[src/rtl/mem_arb_pkg.sv]
// mem_arb_pkg: shared state/grant types and default parameters for the
// unified instruction/data memory arbiter.
package mem_arb_pkg;
    typedef enum logic [1:0] {IDLE, BUSY_I, BUSY_D, RESP} arbState_e;
    typedef enum logic [1:0] {GNT_NONE, GNT_I, GNT_D} grant_e;
    localparam int          STARVE_MAX_DEF = 3;
    localparam int          TIMEOUT_DEF    = 64;
    localparam logic [31:0] ERR_DATA_DEF   = 32'hDEADBEEF;
endpackage

[src/rtl/mem_arbiter_if.sv]
// mem_arbiter_if: fetch, data and memory-side signals of the arbiter;
// master is the arbiter's view, slave is the surrounding pipeline/memory.
interface mem_arbiter_if;
    logic        if_req, if_ready;
    logic [31:0] if_addr, if_rdata;
    logic        dm_req, dm_we, dm_ready;
    logic [31:0] dm_addr, dm_wdata, dm_rdata;
    logic        stall_f, stall_m;
    logic        mem_req, mem_we, mem_ack;
    logic [31:0] mem_addr, mem_wdata, mem_rdata;
    logic        bus_err;
    modport master (
        input  if_req, if_addr, dm_req, dm_we, dm_addr, dm_wdata, mem_rdata, mem_ack,
        output if_rdata, if_ready, dm_rdata, dm_ready, stall_f, stall_m,
               mem_req, mem_we, mem_addr, mem_wdata, bus_err
    );
    modport slave (
        output if_req, if_addr, dm_req, dm_we, dm_addr, dm_wdata, mem_rdata, mem_ack,
        input  if_rdata, if_ready, dm_rdata, dm_ready, stall_f, stall_m,
               mem_req, mem_we, mem_addr, mem_wdata, bus_err
    );
endinterface

[src/rtl/mem_arb_watchdog.sv]
// mem_arb_watchdog: per-access latency counter; expire flags the last
// allowed busy cycle so the arbiter can abort on that edge.
module mem_arb_watchdog
    import mem_arb_pkg::*;
#(
    parameter int TIMEOUT = TIMEOUT_DEF
) (
    input  logic clk,
    input  logic rst_n,
    input  logic clr,
    input  logic en,
    output logic expire
);
    logic [7:0] cnt;
    always_ff @(posedge clk) begin
        if (!rst_n || clr) cnt <= '0;
        else if (en) cnt <= cnt + 8'd1;
    end
    assign expire = en && cnt == 8'(TIMEOUT - 1);
endmodule

[src/rtl/mem_arbiter.sv]
// mem_arbiter: serialises IF fetches and MEM loads/stores onto one
// single-ported memory; data wins unless fetch has lost STARVE_MAX times.
module mem_arbiter
    import mem_arb_pkg::*;
#(
    parameter int          STARVE_MAX = STARVE_MAX_DEF,
    parameter int          TIMEOUT    = TIMEOUT_DEF,
    parameter logic [31:0] ERR_DATA   = ERR_DATA_DEF
) (
    input logic           clk,
    input logic           rst_n,
    mem_arbiter_if.master bus
);
    arbState_e   state, stateNext;
    grant_e      gnt;
    logic        memReq, memReqNext, memWe, memWeNext;
    logic        ifReady, ifReadyNext, dmReady, dmReadyNext, busErr, busErrNext;
    logic [31:0] memAddr, memAddrNext, memWdata, memWdataNext;
    logic [31:0] ifRdata, ifRdataNext, dmRdata, dmRdataNext, respData;
    logic [3:0]  starveCnt, starveCntNext;
    logic        busy, expire, done, fetchStarved, dataWins;

    assign busy         = state == BUSY_I || state == BUSY_D;
    assign gnt          = state == BUSY_I ? GNT_I : state == BUSY_D ? GNT_D : GNT_NONE;
    assign done         = busy && (bus.mem_ack || expire);
    assign respData     = bus.mem_ack ? bus.mem_rdata : ERR_DATA;
    assign fetchStarved = starveCnt >= 4'(STARVE_MAX);
    assign dataWins     = bus.dm_req && (!bus.if_req || !fetchStarved);

    mem_arb_watchdog #(.TIMEOUT(TIMEOUT)) watchdog (
        .clk   (clk),
        .rst_n (rst_n),
        .clr   (!busy || bus.mem_ack),
        .en    (busy),
        .expire(expire)
    );

    always_comb begin
        stateNext     = state;
        memReqNext    = memReq;
        memWeNext     = memWe;
        memAddrNext   = memAddr;
        memWdataNext  = memWdata;
        ifRdataNext   = ifRdata;
        dmRdataNext   = dmRdata;
        ifReadyNext   = 1'b0;
        dmReadyNext   = 1'b0;
        busErrNext    = busErr;
        starveCntNext = starveCnt;
        case (state)
            IDLE: begin
                if (dataWins) begin
                    stateNext    = BUSY_D;
                    memReqNext   = 1'b1;
                    memWeNext    = bus.dm_we;
                    memAddrNext  = bus.dm_addr;
                    memWdataNext = bus.dm_wdata;
                    if (bus.if_req) starveCntNext = starveCnt + 4'd1;
                end else if (bus.if_req) begin
                    stateNext     = BUSY_I;
                    memReqNext    = 1'b1;
                    memWeNext     = 1'b0;
                    memAddrNext   = bus.if_addr;
                    starveCntNext = '0;
                end
            end
            BUSY_I, BUSY_D: begin
                if (done) begin
                    stateNext   = RESP;
                    memReqNext  = 1'b0;
                    busErrNext  = busErr || !bus.mem_ack;
                    ifReadyNext = gnt == GNT_I;
                    dmReadyNext = gnt == GNT_D;
                    // a completed store leaves the load data register untouched
                    if (gnt == GNT_I) ifRdataNext = respData;
                    else if (!memWe || !bus.mem_ack) dmRdataNext = respData;
                end
            end
            default: stateNext = IDLE;
        endcase
    end

    always_ff @(posedge clk) begin
        if (!rst_n) begin
            state     <= IDLE;
            memReq    <= 1'b0;
            memWe     <= 1'b0;
            memAddr   <= '0;
            memWdata  <= '0;
            ifRdata   <= '0;
            dmRdata   <= '0;
            ifReady   <= 1'b0;
            dmReady   <= 1'b0;
            busErr    <= 1'b0;
            starveCnt <= '0;
        end else begin
            state     <= stateNext;
            memReq    <= memReqNext;
            memWe     <= memWeNext;
            memAddr   <= memAddrNext;
            memWdata  <= memWdataNext;
            ifRdata   <= ifRdataNext;
            dmRdata   <= dmRdataNext;
            ifReady   <= ifReadyNext;
            dmReady   <= dmReadyNext;
            busErr    <= busErrNext;
            starveCnt <= starveCntNext;
        end
    end

    assign bus.mem_req   = memReq;
    assign bus.mem_we    = memWe;
    assign bus.mem_addr  = memAddr;
    assign bus.mem_wdata = memWdata;
    assign bus.if_rdata  = ifRdata;
    assign bus.dm_rdata  = dmRdata;
    assign bus.if_ready  = ifReady;
    assign bus.dm_ready  = dmReady;
    assign bus.bus_err   = busErr;
    assign bus.stall_f   = bus.if_req & ~ifReady;
    assign bus.stall_m   = bus.dm_req & ~dmReady;
endmodule
[src/flat_wrapper.sv]
// flat-port wrapper written by rule: the top's interface ports become plain ports
module mem_arbiter_flat import mem_arb_pkg::*;
#(
    parameter int          STARVE_MAX = STARVE_MAX_DEF,
    parameter int          TIMEOUT    = TIMEOUT_DEF,
    parameter logic [31:0] ERR_DATA   = ERR_DATA_DEF
)
  (clk, rst_n, bus_if_req, bus_if_addr, bus_dm_req, bus_dm_we, bus_dm_addr, bus_dm_wdata, bus_mem_rdata, bus_mem_ack, bus_if_rdata, bus_if_ready, bus_dm_rdata, bus_dm_ready, bus_stall_f, bus_stall_m, bus_mem_req, bus_mem_we, bus_mem_addr, bus_mem_wdata, bus_bus_err);
  mem_arbiter_if bus_i ();
  input logic clk;
  input logic rst_n;
  input wire logic [$bits(bus_i.if_req)-1:0] bus_if_req;
  input wire logic [$bits(bus_i.if_addr)-1:0] bus_if_addr;
  input wire logic [$bits(bus_i.dm_req)-1:0] bus_dm_req;
  input wire logic [$bits(bus_i.dm_we)-1:0] bus_dm_we;
  input wire logic [$bits(bus_i.dm_addr)-1:0] bus_dm_addr;
  input wire logic [$bits(bus_i.dm_wdata)-1:0] bus_dm_wdata;
  input wire logic [$bits(bus_i.mem_rdata)-1:0] bus_mem_rdata;
  input wire logic [$bits(bus_i.mem_ack)-1:0] bus_mem_ack;
  output wire logic [$bits(bus_i.if_rdata)-1:0] bus_if_rdata;
  output wire logic [$bits(bus_i.if_ready)-1:0] bus_if_ready;
  output wire logic [$bits(bus_i.dm_rdata)-1:0] bus_dm_rdata;
  output wire logic [$bits(bus_i.dm_ready)-1:0] bus_dm_ready;
  output wire logic [$bits(bus_i.stall_f)-1:0] bus_stall_f;
  output wire logic [$bits(bus_i.stall_m)-1:0] bus_stall_m;
  output wire logic [$bits(bus_i.mem_req)-1:0] bus_mem_req;
  output wire logic [$bits(bus_i.mem_we)-1:0] bus_mem_we;
  output wire logic [$bits(bus_i.mem_addr)-1:0] bus_mem_addr;
  output wire logic [$bits(bus_i.mem_wdata)-1:0] bus_mem_wdata;
  output wire logic [$bits(bus_i.bus_err)-1:0] bus_bus_err;
  assign bus_i.if_req = bus_if_req;
  assign bus_i.if_addr = bus_if_addr;
  assign bus_i.dm_req = bus_dm_req;
  assign bus_i.dm_we = bus_dm_we;
  assign bus_i.dm_addr = bus_dm_addr;
  assign bus_i.dm_wdata = bus_dm_wdata;
  assign bus_i.mem_rdata = bus_mem_rdata;
  assign bus_i.mem_ack = bus_mem_ack;
  assign bus_if_rdata = bus_i.if_rdata;
  assign bus_if_ready = bus_i.if_ready;
  assign bus_dm_rdata = bus_i.dm_rdata;
  assign bus_dm_ready = bus_i.dm_ready;
  assign bus_stall_f = bus_i.stall_f;
  assign bus_stall_m = bus_i.stall_m;
  assign bus_mem_req = bus_i.mem_req;
  assign bus_mem_we = bus_i.mem_we;
  assign bus_mem_addr = bus_i.mem_addr;
  assign bus_mem_wdata = bus_i.mem_wdata;
  assign bus_bus_err = bus_i.bus_err;
  mem_arbiter #(.STARVE_MAX(STARVE_MAX), .TIMEOUT(TIMEOUT), .ERR_DATA(ERR_DATA)) u_core (.clk(clk), .rst_n(rst_n), .bus(bus_i));
endmodule
[config.mk]
export PLATFORM = sky130hd
export DESIGN_NAME = mem_arbiter_flat
export DESIGN_NICKNAME = d
export VERILOG_FILES = /design/src/rtl/mem_arb_pkg.sv /design/src/rtl/mem_arbiter_if.sv /design/src/rtl/mem_arb_watchdog.sv /design/src/rtl/mem_arbiter.sv /design/src/flat_wrapper.sv
export SDC_FILE = /design/constraint.sdc
export NUM_CORES = 1
export LEC_CHECK = 0
export ABC_AREA = 1
export CORE_ASPECT_RATIO = 1.1
export CORE_UTILIZATION = 38
export CTS_BUF_LIST = sky130_fd_sc_hd__clkbuf_16
export DETAILED_ROUTE_END_ITERATION = 10
export PLACE_DENSITY = 0.82
export SYNTH_ARGS = -nofsm -noshare
export SYNTH_HDL_FRONTEND = slang
export SYNTH_HIERARCHICAL = 1
export SYNTH_SLANG_ARGS = --single-unit
[constraint.sdc]
create_clock -name clk -period 2.6 [get_ports clk]
set_clock_uncertainty 0.2 [all_clocks]
set_input_delay 0.52 -clock clk [delete_from_list [all_inputs] [get_ports clk]]
set_output_delay 0.52 -clock clk [all_outputs]
set_load 0.01 [all_outputs]
# == Yosys cells after proc, flatten, opt, wreduce, memory -nomap -nowiden ==
# Cells that the tools add are included.
# classes
n_eq_ne,7
reduce_logical,29
add_sub_neg,2
bitwise,5
magnitude_cmp,1
n_mux,18
# op_table
cell,n
two-way mux 32 bit,3
two-way mux 4 bit,3
two-way mux 2 bit,5
AND reduction 2 bit,5
AND reduction 3 bit,3
adder 8 x 1 -> 8 bit (second input constant),1
== test 8 x 6 -> 1 bit (second input constant),1
logical OR 1 bit,7
zero test 1 bit,6
two-way mux 1 bit,5
adder 4 x 1 -> 4 bit (second input constant),1
== test 2 x 1 -> 1 bit (second input constant),2
== test 2 bit (second input constant),2
>= comparator 4 x 2 -> 1 bit (second input constant),1
one-hot mux 2 bit (2 select lines),1
AND reduction 4 bit,1
nonzero test 2 bit,2
logical AND 1 bit,3
!= test 3 x 2 -> 1 bit (second input constant),1
inverter 1 bit,3
AND 1 bit,2
zero test 2 bit,1
!= test 2 x 1 -> 1 bit (second input constant),1
one-hot mux 1 bit (2 select lines),1
OR reduction 2 bit,1
# word_totals
input_bits,134
output_inout_bits,135
wordCells,74
ff_bits,147

# == Longest topological paths before layout ==
# depth
ltp_word,7
depth_mapped,12
mapped_depth_nobuf,12

# == Hierarchy ==
# Netlist, hierarchy kept.
# modules_own_cells
mod,seq_area_each_um2,instances,area_per_inst_um2,cells_per_inst
mem_arbiter,2782.7,1,5789.3,802
mem_arb_watchdog,160.2,1,379.1,55

# == Least setup slack after synthesis ==
# No wires, ideal clock.
# synth_path
path_kind,register -> register
start,register u_core.state[0]
end,register u_core.dmRdata[24] (netlist: u_core/bus.dm_rdata[24])
setup_slack_ps,201
stages_incl_launch_ff,13
setup_ps,116
arrival_ps,2083
t_required_ps,2284
path_cell_list,dfxtp_1 -> inv_1 -> ha_1 -> nand2_1 -> nor2_1 -> nand3b_1 -> nor2_1 -> o21ai_4 -> nor3_4 -> inv_2 -> buf_2 -> a21oi_1 -> nor2_1
# synth_between
elab_chain_cells,6
# synth_rtl
item,line,text
"start, declared",mem_arbiter.sv:14,"arbState_e state, stateNext;"
"start signal, assigned",mem_arbiter.sv:97,state <= stateNext;
== test 2 x 1 -> 1 bit or == test 2 bit (tied branches),mem_arbiter.sv:23,assign busy = state == BUSY_I || state == BUSY_D;
logical OR 1 bit *,mem_arbiter.sv:23,
via u_core.busy,mem_arbiter.sv:21,"logic busy, expire, done, fetchStarved, dataWins;"
logical AND 1 bit *,mem_arb_watchdog.sv:19,assign expire = en && cnt == 8'(TIMEOUT - 1);
via u_core.expire,mem_arbiter.sv:21,
logical OR 1 bit *,mem_arbiter.sv:25,assign done = busy && (bus.mem_ack || expire);
logical AND 1 bit *,mem_arbiter.sv:25,
AND reduction 4 bit (no source line) *,--,
"end signal, assigned",mem_arbiter.sv:103,dmRdata <= dmRdataNext;
"end, declared",mem_arbiter.sv:19,"logic [31:0] ifRdata, ifRdataNext, dmRdata, dmRdataNext, respData;"
# Mark *: on every way through the listed nets, which the timed path passes. The rest lies on a longest branch.
# A chain may end at the register's enable or synchronous reset.

# == Worst setup path after layout ==
# layout_path
start,input bus_if_req
end,output bus_stall_f
# layout_between
elab_chain_cells,1
# layout_rtl
item,line,text
"start, declared",flat_wrapper.sv:12,input wire logic [$bits(bus_i.if_req)-1:0] bus_if_req;
AND 1 bit,mem_arbiter.sv:120,assign bus.stall_f = bus.if_req & ~ifReady;
"end, declared",flat_wrapper.sv:24,output wire logic [$bits(bus_i.stall_f)-1:0] bus_stall_f;
# No other way between the ends.

==> results.cfg <==
[worst_setup_path]
crit_path_frequent_cell = clkdlybuf4s50_1
critPathBufInv = 3
critPathLaunchType = primary input
critical_path_class = in -> out
cp_slowest_cell = clkdlybuf4s50_1
worstPathArrival_ns = 1.77
path_max_fanout = 4
slowest_delay_ns = 0.55
required_ns = 1.88
path_cells = clkdlybuf4s50_1, inv_1, nor2_1, clkdlybuf4s50_1
end_kind = output pin
crit_family = buffers and inverters

[floorplanning]
coreArea_um2 = 15800
die_area_um2 = 16700
die_w_um = 123
io_pins = 269
start_util_pct = 39.1
rows = 48
die_h_um = 136

[layout]
diodes = 0
drive_gt1_share_pct = 8.11
fin_nets = 1251
synthToLayoutAreaGrowth_pct = 56.9
nFillCells = 1395
finalNonFillerCells = 1322
fin_util_pct = 61.3
regArea_um2 = 2950
multi_input_area_um2 = 2720

[sta]
final_hold_viol_count = 0
tightest_slew_ns = 0.539
min_period_ns = 2.49
timing.final.crit_share_pct = 95.6
tns_ns = 0
relSlewSlack_pct = 64.1
hold_ws_ns = 0.254
max_freq_ghz = 0.402
rsz0062_at_grt = no
timing.final.max_slew_violations = 0
setup_viol = 0

[yosys]
synth_nets = 997
yosysWarnings = 6
synthCells = 857
ys_seq_elements = 147
syn_area_per_cell_um2 = 7.20
syn_area_um2 = 6170
synth_cell_types = 27
seq_area_frac_synth_pct = 47.7

[detailed_routing]
via_per_inst = 4.90
drc = 0
firstDrtPassIters = 5
wl_mm = 19.4
wl_per_cell_um = 14.7
route.antenna.remaining_nets = 0
via_count = 6483
drt_iter0_markers = 430

[clock_network]
clock_path_buffers = 2
htreeDepth = 4
path_clk_slew_ns = 0.06
cts_tree = built
cts-root-buf = clkbuf_16
clk_latency_ns = 0.41
hold_buffers = 0
cts_sinks = 147
numCtsBuffers = 17

[worst_hold_path]
worstHoldPathType = reg -> reg

[power_and_ir_drop]
leakagePower_nw = 3.99
peakVddDrop_mv = 0.469
powerDensity_nw_per_um2 = 951

[run]
drv_cap = 0

[placement]
hpwl_mm = 13.2
dp.cells = 1288
gp_congestion = 0.830
io_buffer_count = 268

[global_routing]
grt_pass1_vias = 5807
antenna_found_initial = 1
grt_pass1_wl_mm = 29.0
overflow = 0
grt.total_usage_pct = 22.4
grt_max_degree = 68

[run_status]
status = complete, no violations
-- per-stage QoR --
step / total power [mW] / setup slack (ns) / area, um2
finish: 9.21 / 0.115 / 9680
CTS: 9.19 / 0.0707 / 9610
global route: 9.69 / 0.0489 / 9680
floorplan: 4.84 / 0.201 / 6170
detailed placement: 6.66 / 0.0893 / 9010
global placement: 6.59 / 0.0940 / 9010
-- layer usage --
| metal | track usage, % | vias to the layer above | share of wire, % |
|---|---|---|---|
| met3 | 6.23 | 56 | 6.5 |
| met5 | 0 | - | 0.067 |
| met1 | 26.5 | 2940 | 41 |
| met2 | 36.2 | 244 | 49 |
| met4 | 12.9 | 2 | 4.2 |
| li1 | - | 3241 | - |
-- cell usage after synthesis --
| library cell | instances | area share [%] |
|---|---|---|
| buf_2 | 25 | 2.0 |
| o21ai_4 | 1 | 0.26 |
| inv_1 | 53 | 3.2 |
| nand3b_1 | 1 | 0.12 |
| nand2_2 | 1 | 0.10 |
| nand2_4 | 1 | 0.18 |
| nor2_1 | 139 | 8.5 |
| nand3_1 | 94 | 7.6 |
| o21ai_0 | 35 | 2.8 |
| a21oi_1 | 82 | 6.7 |
| o21a_1 | 2 | 0.24 |
| or2_2 | 24 | 2.4 |
| buf_4 | 5 | 0.61 |
| buf_1 | 9 | 0.55 |
| ha_1 | 6 | 1.2 |
| nand4_1 | 8 | 0.81 |
| o21ai_1 | 2 | 0.16 |
| nor2_4 | 1 | 0.18 |
| nor3_4 | 1 | 0.26 |
| inv_2 | 4 | 0.24 |
| nand2_1 | 191 | 12 |
| xnor2_1 | 1 | 0.14 |
| buf_6 | 6 | 1.1 |
| a211oi_1 | 1 | 0.12 |
| nor3_1 | 3 | 0.24 |
| dfxtp_1 | 147 | 48 |
| clkbuf_1 | 14 | 0.85 |
-- worst paths after layout --
check	from	slack, ns	cells after the start	endpoint
worst max-delay path	bus_if_req	0.11	4	bus_stall_f
worst min-delay path	u_core/starveCnt[3]	0.25	2	u_core/starveCnt[3]
worst max register to register	u_core/state[0]	0.29	12	u_core/bus.dm_rdata[17]
worst min register to register	u_core/starveCnt[3]	0.25	2	u_core/starveCnt[3]
-- worst min-delay path: stages (launching register included) --
cell and delay [ns]:
dfxtp_1 0.29, inv_1 0.06, nor3_1 0.05
-- placed cells by master, fill, tap and decap left out, types with 3 or more instances in the layout --
cell	synthesis	layout
clkinvlp_4	0	3
a21oi_1	82	82
or2_2	24	24
nand3_1	94	94
nor3_1	3	3
inv_2	4	3
dfxtp_1	147	145
clkbuf_16	0	17
nand2_1	191	191
inv_1	53	55
buf_12	0	5
bufinv_16	0	4
nor2_1	139	137
clkdlybuf4s50_1	0	268
o21ai_0	35	35
nand4_1	8	8
ha_1	6	6
buf_4	5	18
-- registers in the layout, indices dropped and copies added (netlist names), 2 cells and up --
signal	flops
u_core/bus.if_rdata	32
u_core/bus.dm_rdata	32
u_core/watchdog/cnt	8
u_core/bus.mem_wdata	32
u_core/bus.mem_addr	32
u_core/state	2
u_core/starveCnt	4
-- report_power, final --
part	internal, mW	leakage [nW]	total, mW	switching [mW]
Combinational	1.73	2.50	3.54	1.81
Sequential	2.85	1.20	3.17	0.320
Clock	1.58	0.292	2.50	0.919
Total	6.16	3.99	9.21	3.05
-- layout make-up --
class,instances,share of cell area [%]
clock buffer,17,4.40
clock inverter,13,1.77
inverter,57,2.31
multi-input combinational,595,28.1
sequential,147,30.4
tap,200,2.59
timing repair buffer,292,30.3
timing repair inverter,1,0.0646
-- repair_timing --
item / 4_1_cts / 5_1_grt
endpoints found under the setup margin: 0 / 65
hold endpoints to repair: 0 / 0
setup buffers: 0 / 2
gates resized for setup: 0 / 15
-- logic make-up (layout without fill, tap and decap cells) --
logic type	Yosys count	after routing	synth area share, %
and+or+nand+nor	464	465	32.0
buffers and inverters	116	380	8.60
DFF	147	147	47.7
AOI/OAI and AO/OA	123	123	10.3
xor gates and xnor gates	1	1	0.142
adders and majority gates	6	6	1.22
No activity file was read; power rests on OpenSTA's default activity.
